### src/rtl/irq_pending_arb.sv
// Interrupt request capture and arbitration: rising-edge detect into a pending register,
// fixed priority (bit 7 highest) over the unmasked set, valid/ack handshake. Option: IRQ_OVF_EN.
module irq_pending_arb #(
    parameter logic [7:0] MASK_RST = 8'hFF
) (
    input  logic       clk,
    input  logic       rst,
    input  logic [7:0] req,
    input  logic       mask_wr,
    input  logic [7:0] mask_in,
    input  logic       irq_ack,
    output logic       irq_valid,
    output logic [2:0] irq_idx,
    output logic [7:0] pending,
    output logic [7:0] mask
`ifdef IRQ_OVF_EN
    ,
    output logic [7:0] ovf
`endif
);

    typedef enum logic {
        IDLE    = 1'b0,
        PRESENT = 1'b1
    } state_t;

    state_t     state;
    state_t     state_next;
    logic [2:0] idx_next;
    logic [7:0] req_d;
    logic [7:0] edge_det;
    logic [7:0] clr;
    logic [7:0] eligible;
    logic [2:0] winner;

    assign edge_det  = req & ~req_d;
    assign clr       = (irq_valid && irq_ack) ? (8'd1 << irq_idx) : 8'd0;
    assign eligible  = pending & mask;
    // The state flop doubles as the valid flag, keeping irq_valid registered.
    assign irq_valid = (state == PRESENT);

    // Ascending scan: the last set bit seen, i.e. the highest, wins.
    always_comb begin
        winner = 3'd0;
        for (int i = 0; i < 8; i++) begin
            if (eligible[i]) winner = i[2:0];
        end
    end

    // NOTE: every variable written here gets a default first, so no path leaves it
    // unassigned and no latch is inferred.
    always_comb begin
        state_next = state;
        idx_next   = irq_idx;
        case (state)
            IDLE: begin
                if (|eligible) begin
                    idx_next   = winner;
                    state_next = PRESENT;
                end
            end
            PRESENT: begin
                // No pre-emption: only an ack or masking of the presented bit releases it.
                if (irq_ack || !mask[irq_idx]) state_next = IDLE;
            end
            default: state_next = IDLE;
        endcase
    end

    // NOTE: sequential state uses non-blocking assignments so every flop samples
    // pre-edge values regardless of statement order.
    always_ff @(posedge clk or posedge rst) begin
        if (rst) begin
            state   <= IDLE;
            irq_idx <= 3'd0;
            req_d   <= 8'h00;
            pending <= 8'h00;
            mask    <= MASK_RST;
        end else begin
            state   <= state_next;
            irq_idx <= idx_next;
            req_d   <= req;
            // Set after clear: a new edge on the bit being acknowledged keeps it pending.
            pending <= (pending & ~clr) | edge_det;
            if (mask_wr) mask <= mask_in;
        end
    end

`ifdef IRQ_OVF_EN
    logic [7:0] ovf_set;
    logic [7:0] ovf_clr;

    assign ovf_set = edge_det & pending & ~clr;
    // A fresh edge on the acknowledged bit suppresses that bit's overflow clear.
    assign ovf_clr = clr & ~edge_det;

    always_ff @(posedge clk or posedge rst) begin
        if (rst) begin
            ovf <= 8'h00;
        end else begin
            ovf <= (ovf & ~ovf_clr) | ovf_set;
        end
    end
`endif

endmodule

### config.mk
export PLATFORM = sky130hd
export DESIGN_NAME = irq_pending_arb
export DESIGN_NICKNAME = d
export VERILOG_FILES = /design/src/rtl/irq_pending_arb.sv
export SDC_FILE = /design/constraint.sdc
export NUM_CORES = 1
export LEC_CHECK = 0
export CORE_MARGIN = 2
export CORE_UTILIZATION = 47
export CTS_CLUSTER_DIAMETER = 40
export CTS_CLUSTER_SIZE = 25
export DETAILED_ROUTE_END_ITERATION = 6
export PLACE_DENSITY = 0.82
export SLEW_MARGIN = 25
export SYNTH_ARGS = -nofsm -noshare
export SYNTH_HDL_FRONTEND = slang
export SYNTH_SLANG_ARGS = --single-unit
export TNS_END_PERCENT = 5
### constraint.sdc
create_clock -name clk -period 4 [get_ports clk]
set_input_delay 0.8 -clock clk [delete_from_list [all_inputs] [get_ports clk]]
set_output_delay 0.8 -clock clk [all_outputs]
set_load 0.03 [all_outputs]
==> results of run 1 <==
routing by layer:
| metal | track usage | up-vias |
|---|---|---|
| met2 | 0.3394 | 30 |
| met4 | 0.05128 | 0 |
| li1 | - | 421 |
| met3 | 0.02500 | 2 |
| met5 | 0 | - |
| met1 | 0.2564 | 441 |
cell families (layout without fill, tap and decap cells):
group,after synthesis,after routing,synth area share
flip-flops,28,28,0.6068
multiplexers,13,13,0.1325
buffers and inverters,13,53,0.04914
AO/OA/AOI/OAI,26,26,0.1368
AND/OR/NAND/NOR,17,17,0.07479
path summary, 6_finish.rpt:
kind | cells past startpoint | end | from | slack [ns]
worst min-delay path | 1 | pending[1] | req_d[1] | 0.42
min in group asynchronous | 2 | pending[5] | rst | 0.84
worst min register to register | 1 | pending[1] | req_d[1] | 0.42
max in group asynchronous | 2 | mask[3] | rst | 2.78
worst max-delay path | 1 | irq_idx[1] | irq_idx[1] | 1.56
worst max register to register | 4 | irq_idx[1] | mask[4] | 2.36
registers in the layout, summed over array words and instances (netlist names):
| name | flops |
|---|---|
| pending | 8 |
| irq_idx | 3 |
| mask | 8 |
| irq_valid | 1 |
| req_d | 8 |
cells in the mapped netlist:
| cell type | count |
|---|---|
| a31oi_1 | 1 |
| a32oi_1 | 1 |
| and3b_1 | 1 |
| dfrtp_1 | 20 |
| a22oi_1 | 1 |
| a41o_1 | 1 |
| o31ai_1 | 2 |
| or2b_1 | 1 |
| o21ai_0 | 16 |
| o211ai_1 | 2 |
| a21oi_2 | 1 |
| nand2_1 | 8 |
| clkbuf_1 | 1 |
| mux4_2 | 1 |
| mux2_1 | 1 |
| inv_1 | 10 |
| mux2_2 | 9 |
| nand2b_1 | 1 |
| nor2_1 | 1 |
| nand3b_1 | 2 |
| buf_6 | 1 |
| dfstp_2 | 8 |
| buf_2 | 1 |
| and3_1 | 1 |
| nand3_1 | 2 |
| a22o_1 | 1 |
| mux2i_1 | 2 |
metrics by stage:
stage	instances	hold WS (ns)
after floorplan	97	0.3996
after global routing	167	0.4478
after CTS	167	0.4296
final	167	0.4209
after detailed placement	163	0.4152
after global placement	163	0.4020
power by group:
part	switching [mW]	total [mW]	internal, mW
logic	0.211	0.397	0.186
registers	0.0805	0.427	0.346
clock network	0.0782	0.179	0.101
final cells by class:
cell class / count / area share
Inverter: 10 / 0.02301
Multi-Input combinational cell: 56 / 0.2469
Clock buffer: 3 / 0.01380
Clock inverter: 1 / 0.01840
Tap cell: 30 / 0.02301
Sequential cell: 28 / 0.4356
Timing Repair Buffer: 39 / 0.2393
==> results.tsv, run 1 <==
stage	metric	value	unit
sta	worst_pin_slew	0.5690	ns
worst_setup_path	cpPeakStageDelay	0.75	ns
clock_network	cts.sinks	28	
clock_network	clk_latency	0.32	ns
clock_network	clock_tree.root_cell	clkbuf_4	
finish	drive_gt1_frac	0.1752	
sta	hold_viol	0	
clock_network	cts_setup_buffers	0	
sta	max_freq	409.6	MHz
finish	layout.nets	158	
grt	overflow	0	
yosys	synth_top_area_frac	0.4274	
clock_network	cts_tree	done	
drt	ant_nets	0	
sta	final.period_utilization	0.6104	
finish	syn_to_final_growth	39.32	%
drt	top_layer_used	met4	
die	die_area	2907	um2
yosys	yosys_register_bits	28	
finish	final_common_cell	clkdlybuf4s50_1	
worst_setup_path	cp_num_buf_inv	1	
yosys	yosysUniqueCellTypes	27	
yosys	ys_seq_area_frac	0.6068	
die	die_h	53.92	um
drt	wl_met2	1375	um
drt	drt_pre_antenna_iters	4	
flow_run	maxCapViolations	0	
power	power.leakage	0.6892	nW
yosys	synth_fp_nets	117	
yosys	synthTopCellsByArea	dfrtp_1 (43%), dfstp_2 (18%), mux2_2 (8.7%)	
clock_network	postCtsHoldBufs	0	
drt	wl_per_cell	15.19	um
hold_path	hold_path.class	flop to flop	
drt	wl_met1	1017	um
die	core_area	2410	um2
yosys	synth_cells	97	
worst_setup_path	worstPathArrival	1.64	ns
finish	fillers	180	
sta	period_needed	2.441	ns
finish	antennaDiodeCount	0	
finish	final_util	0.6771	
grt	grt_pass1_wl	3953	um
placed_design	post-place-ws	1.935	ns
drt	vias	894	
grt	grt_pass1_vias	852	
power	finalPower	1.003	mW
yosys	yosysWarningCount	0	
drt	route.met3.wl	129	um
clock_network	numCtsBuffers	3	
yosys	synth_top_area_cell	dfrtp_1	
worst_setup_path	path_cells	clkdlybuf4s50_1	
drt	drt-total-wl	2537	um
placed_design	portBuffers	39	
placed_design	place.gp.congestion	0.8828	
clock_network	cts-resized-gates	0	
die	start_util	0.4860	
worst_setup_path	crit_path_end_kind	output pin	
die	rows	18	
power	vdd_drop_max	0.4844	mV
worst_setup_path	worstPathMaxFanout	10	
sta	final-max-slew-violation-count	0	
sta	setup_ws	1.559	ns
drt	drc	0	
run_status	outcome	finished, final reports clean	
grt	grt_max_degree	29	
placed_design	dp.final_hpwl	1971	um
worst_setup_path	path_delay_family	buffers and inverters	
power	cellPowerDensity	614.8	nW/um2
grt	grt.total_usage	0.1954	
sta	setup_violations	0	
worst_setup_path	cp_slowest_cell	clkdlybuf4s50_1	
die	io_pins	40	
finish	multi_input_area	402.9	um2
grt	antenna_found_initial	0	
clock_network	cts.path.max_buffers	2	
worst_setup_path	critPathKind	flop to output pin	
yosys	avgSynthCellArea	12.07	um2
yosys	synthesis.area	1171	um2
sta	fin_setup_tns	0	ns
placed_design	place_area	1579	um2
sta	rsz0062_at_grt	no	
worst_setup_path	start_kind	flop	
finish	seqCellArea	710.7	um2
die	die_w	53.92	um
clock_network	clkTransAtPathRegs	0.15	ns
finish	post-route-cell-area	1632	um2
drt	drtIter0Drc	26	
finish	final_cell_mix	clkdlybuf4s50_1 (39), dfrtp_1 (20), o21ai_0 (16)	
worst_setup_path	worstPathRequired	3.20	ns
clock_network	htreeDepth	1	
sta	max_slew_margin	0.6201	
drt	via_per_inst	5.353	
sta	finClkSkew	0.01024	ns
(Power assumes the default switching activity.)
==> run 2: changes to the inputs <==
--- a/config.mk
+++ b/config.mk
@@ -6,11 +6,11 @@
 export NUM_CORES = 1
 export LEC_CHECK = 0
 export CORE_MARGIN = 2
-export CORE_UTILIZATION = 47
+export CORE_UTILIZATION = 44
 export CTS_CLUSTER_DIAMETER = 40
 export CTS_CLUSTER_SIZE = 25
 export DETAILED_ROUTE_END_ITERATION = 6
-export PLACE_DENSITY = 0.82
+export PLACE_DENSITY = 0.78
 export SLEW_MARGIN = 25
 export SYNTH_ARGS = -nofsm -noshare
 export SYNTH_HDL_FRONTEND = slang
==> constraint.sdc (replaced) <==
create_clock -name clk -period 2.4 [get_ports clk]
set_input_delay 0.48 -clock clk [delete_from_list [all_inputs] [get_ports clk]]
set_output_delay 0.48 -clock clk [all_outputs]
set_load 0.03 [all_outputs]
==> run 2 against run 1 <==
Effect of this change:
- clock power increased by 25%
- clock-buffer cell count increased by 1
- sequential share of layout area increased by 0.23 points
- global-route usage decreased by 1.7 points
- combinational power increased by 66%
- largest cell class unchanged
==> results.tsv, run 2 (synthesized netlist as in run 1, its figures left out) <==
stage	metric	value	unit
run_status	outcome	finished, final reports clean	
drt	ant_nets	0	
sta	period_needed	2.125	ns
worst_setup_path	cp_slowest_cell	clkdlybuf4s50_1	
grt	grt.total_usage	0.1786	
clock_network	clkTransAtPathRegs	0.14	ns
die	die_w	55.59	um
power	switching_share	0.3864	
drt	wl_met2	1281	um
power	power.leakage	0.6881	nW
placed_design	place_area	1587	um2
grt	grt_max_degree	29	
worst_setup_path	critPathKind	flop to output pin	
placed_design	dp.final_hpwl	1880	um
drt	top_layer_used	met4	
sta	worst_pin_slew	0.3567	ns
worst_setup_path	crit_path_end_kind	output pin	
finish	final_cell_mix	clkdlybuf4s50_1 (39), dfrtp_1 (20), o21ai_0 (16)	
clock_network	cts_tree	done	
worst_setup_path	worstPathRequired	1.92	ns
drt	drtIter0Drc	15	
hold_path	hold_path.class	flop to flop	
worst_setup_path	path_delay_family	buffers and inverters	
die	io_pins	40	
sta	setup_ws	0.2748	ns
drt	vias	882	
flow_run	maxCapViolations	0	
worst_setup_path	path_cells	clkdlybuf4s50_1	
clock_network	cts.path.max_buffers	2	
die	die_area	3090	um2
placed_design	place.gp.congestion	0.8679	
placed_design	post-place-ws	0.6507	ns
die	start_util	0.4685	
worst_setup_path	cp.depth	1	
worst_setup_path	cp_num_buf_inv	1	
sta	finClkSkew	0.002309	ns
clock_network	clk_latency	0.32	ns
drt	drt_pre_antenna_iters	4	
sta	whs	0.4258	ns
clock_network	numCtsBuffers	3	
grt	overflow	0	
sta	fin_setup_tns	0	ns
finish	layout.nets	159	
drt	drc	0	
clock_network	clock_tree.root_cell	clkbuf_4	
power	switchingPower	617.4	uW
hold_path	hold_path_depth	1	
finish	post-route-cell-area	1623	um2
clock_network	cts_setup_buffers	0	
worst_setup_path	cpPeakStageDelay	0.74	ns
sta	max_freq	470.5	MHz
drt	drt-total-wl	2408	um
drt	route.met3.wl	72	um
drt	wl_per_cell	14.33	um
power	vdd_drop_max	0.5834	mV
clock_network	cts.sinks	28	
sta	setup_violations	0	
die	core_area	2500	um2
sta	final.period_utilization	0.8855	
finish	antennaDiodeCount	0	
sta	rsz0062_at_grt	no	
power	p_int	980.7	uW
finish	top_regs	mask: 8 flops, pending: 8 flops, req_d: 8 flops	
power	power_frac_comb	0.413	
die	die_h	55.59	um
drt	wl_met1	1018	um
die	rows	18	
grt	antenna_found_initial	0	
finish	syn_to_final_growth	38.57	%
worst_setup_path	start_kind	flop	
worst_setup_path	reg2reg_depth	4	
drt	via_per_inst	5.250	
power	p_clk_frac	0.139	
finish	drive_gt1_frac	0.1739	
grt	grt_pass1_wl	4284	um
power	cellPowerDensity	984.8	nW/um2
sta	hold_viol	0	
finish	final_common_cell	clkdlybuf4s50_1	
sta	max_slew_margin	0.7622	
clock_network	cts-resized-gates	0	
worst_setup_path	worstPathMaxFanout	10	
sta	final-max-slew-violation-count	0	
clock_network	htreeDepth	1	
worst_setup_path	worstPathArrival	1.65	ns
clock_network	postCtsHoldBufs	0	
power	power_frac_seq	0.448	
placed_design	portBuffers	39	
grt	grt_pass1_vias	952	
[run 2: cell count changes in the layout (fill, tap and decap cells not counted)]
cell       delta
inv_1         +1
bufinv_16     -1
clkbuf_8      +1
inv_2         -1
buf_4         +1
[run 2: area by class of cell]
cell class	count	area [um2]
clock buffer	4	36.28
fill	201	877.1
inverter	10	37.54
multi-input combinational	56	402.9
sequential	28	710.7
tap	30	37.54
timing repair buffer	40	397.9
[run 2: path summary, 6_finish.rpt]
path                              endpoint  slack, ns       start
worst max-delay path            irq_idx[1]       0.27  irq_idx[1]
worst min-delay path            pending[7]       0.43    req_d[7]
worst max register to register   irq_valid       0.78  irq_idx[0]
worst min register to register  pending[7]       0.43    req_d[7]
max in group asynchronous          mask[0]       1.61         rst
min in group asynchronous       pending[1]       0.49         rst
[run 2: layer usage]
metal | GRT usage | up-vias
met2 | 0.2942 | 23
met1 | 0.2311 | 426
met5 | 0 | -
met3 | 0.03023 | 6
li1 | - | 427
met4 | 0.08014 | 0
[run 2: stage by stage]
| stage | utilization | total power [mW] | instances |
|---|---|---|---|
| after floorplan | - | 1.111 | 97 |
| after global placement | 0.6346 | 1.363 | 164 |
| after detailed placement | 0.6346 | 1.385 | 164 |
| after CTS | 0.6491 | 1.606 | 168 |
| after global routing | 0.6491 | 1.693 | 168 |
| final | 0.6491 | 1.598 | 168 |
[run 2: power groups by stage]
| stage | Combinational, mW | Clock [mW] | Sequential, mW |
|---|---|---|---|
| floorplan | 0.267 | 0 | 0.844 |
| global placement | 0.649 | 0 | 0.714 |
| detailed placement | 0.662 | 0 | 0.723 |
| CTS | 0.665 | 0.226 | 0.715 |
| global route | 0.705 | 0.251 | 0.738 |
| finish | 0.660 | 0.223 | 0.715 |
[run 2: worst reg2reg max path, stage by stage (launching register included)]
cell	delay, ns
dfrtp_1	0.55
mux4_2	0.55
nor2_1	0.12
a31oi_1	0.05
a41o_1	0.25
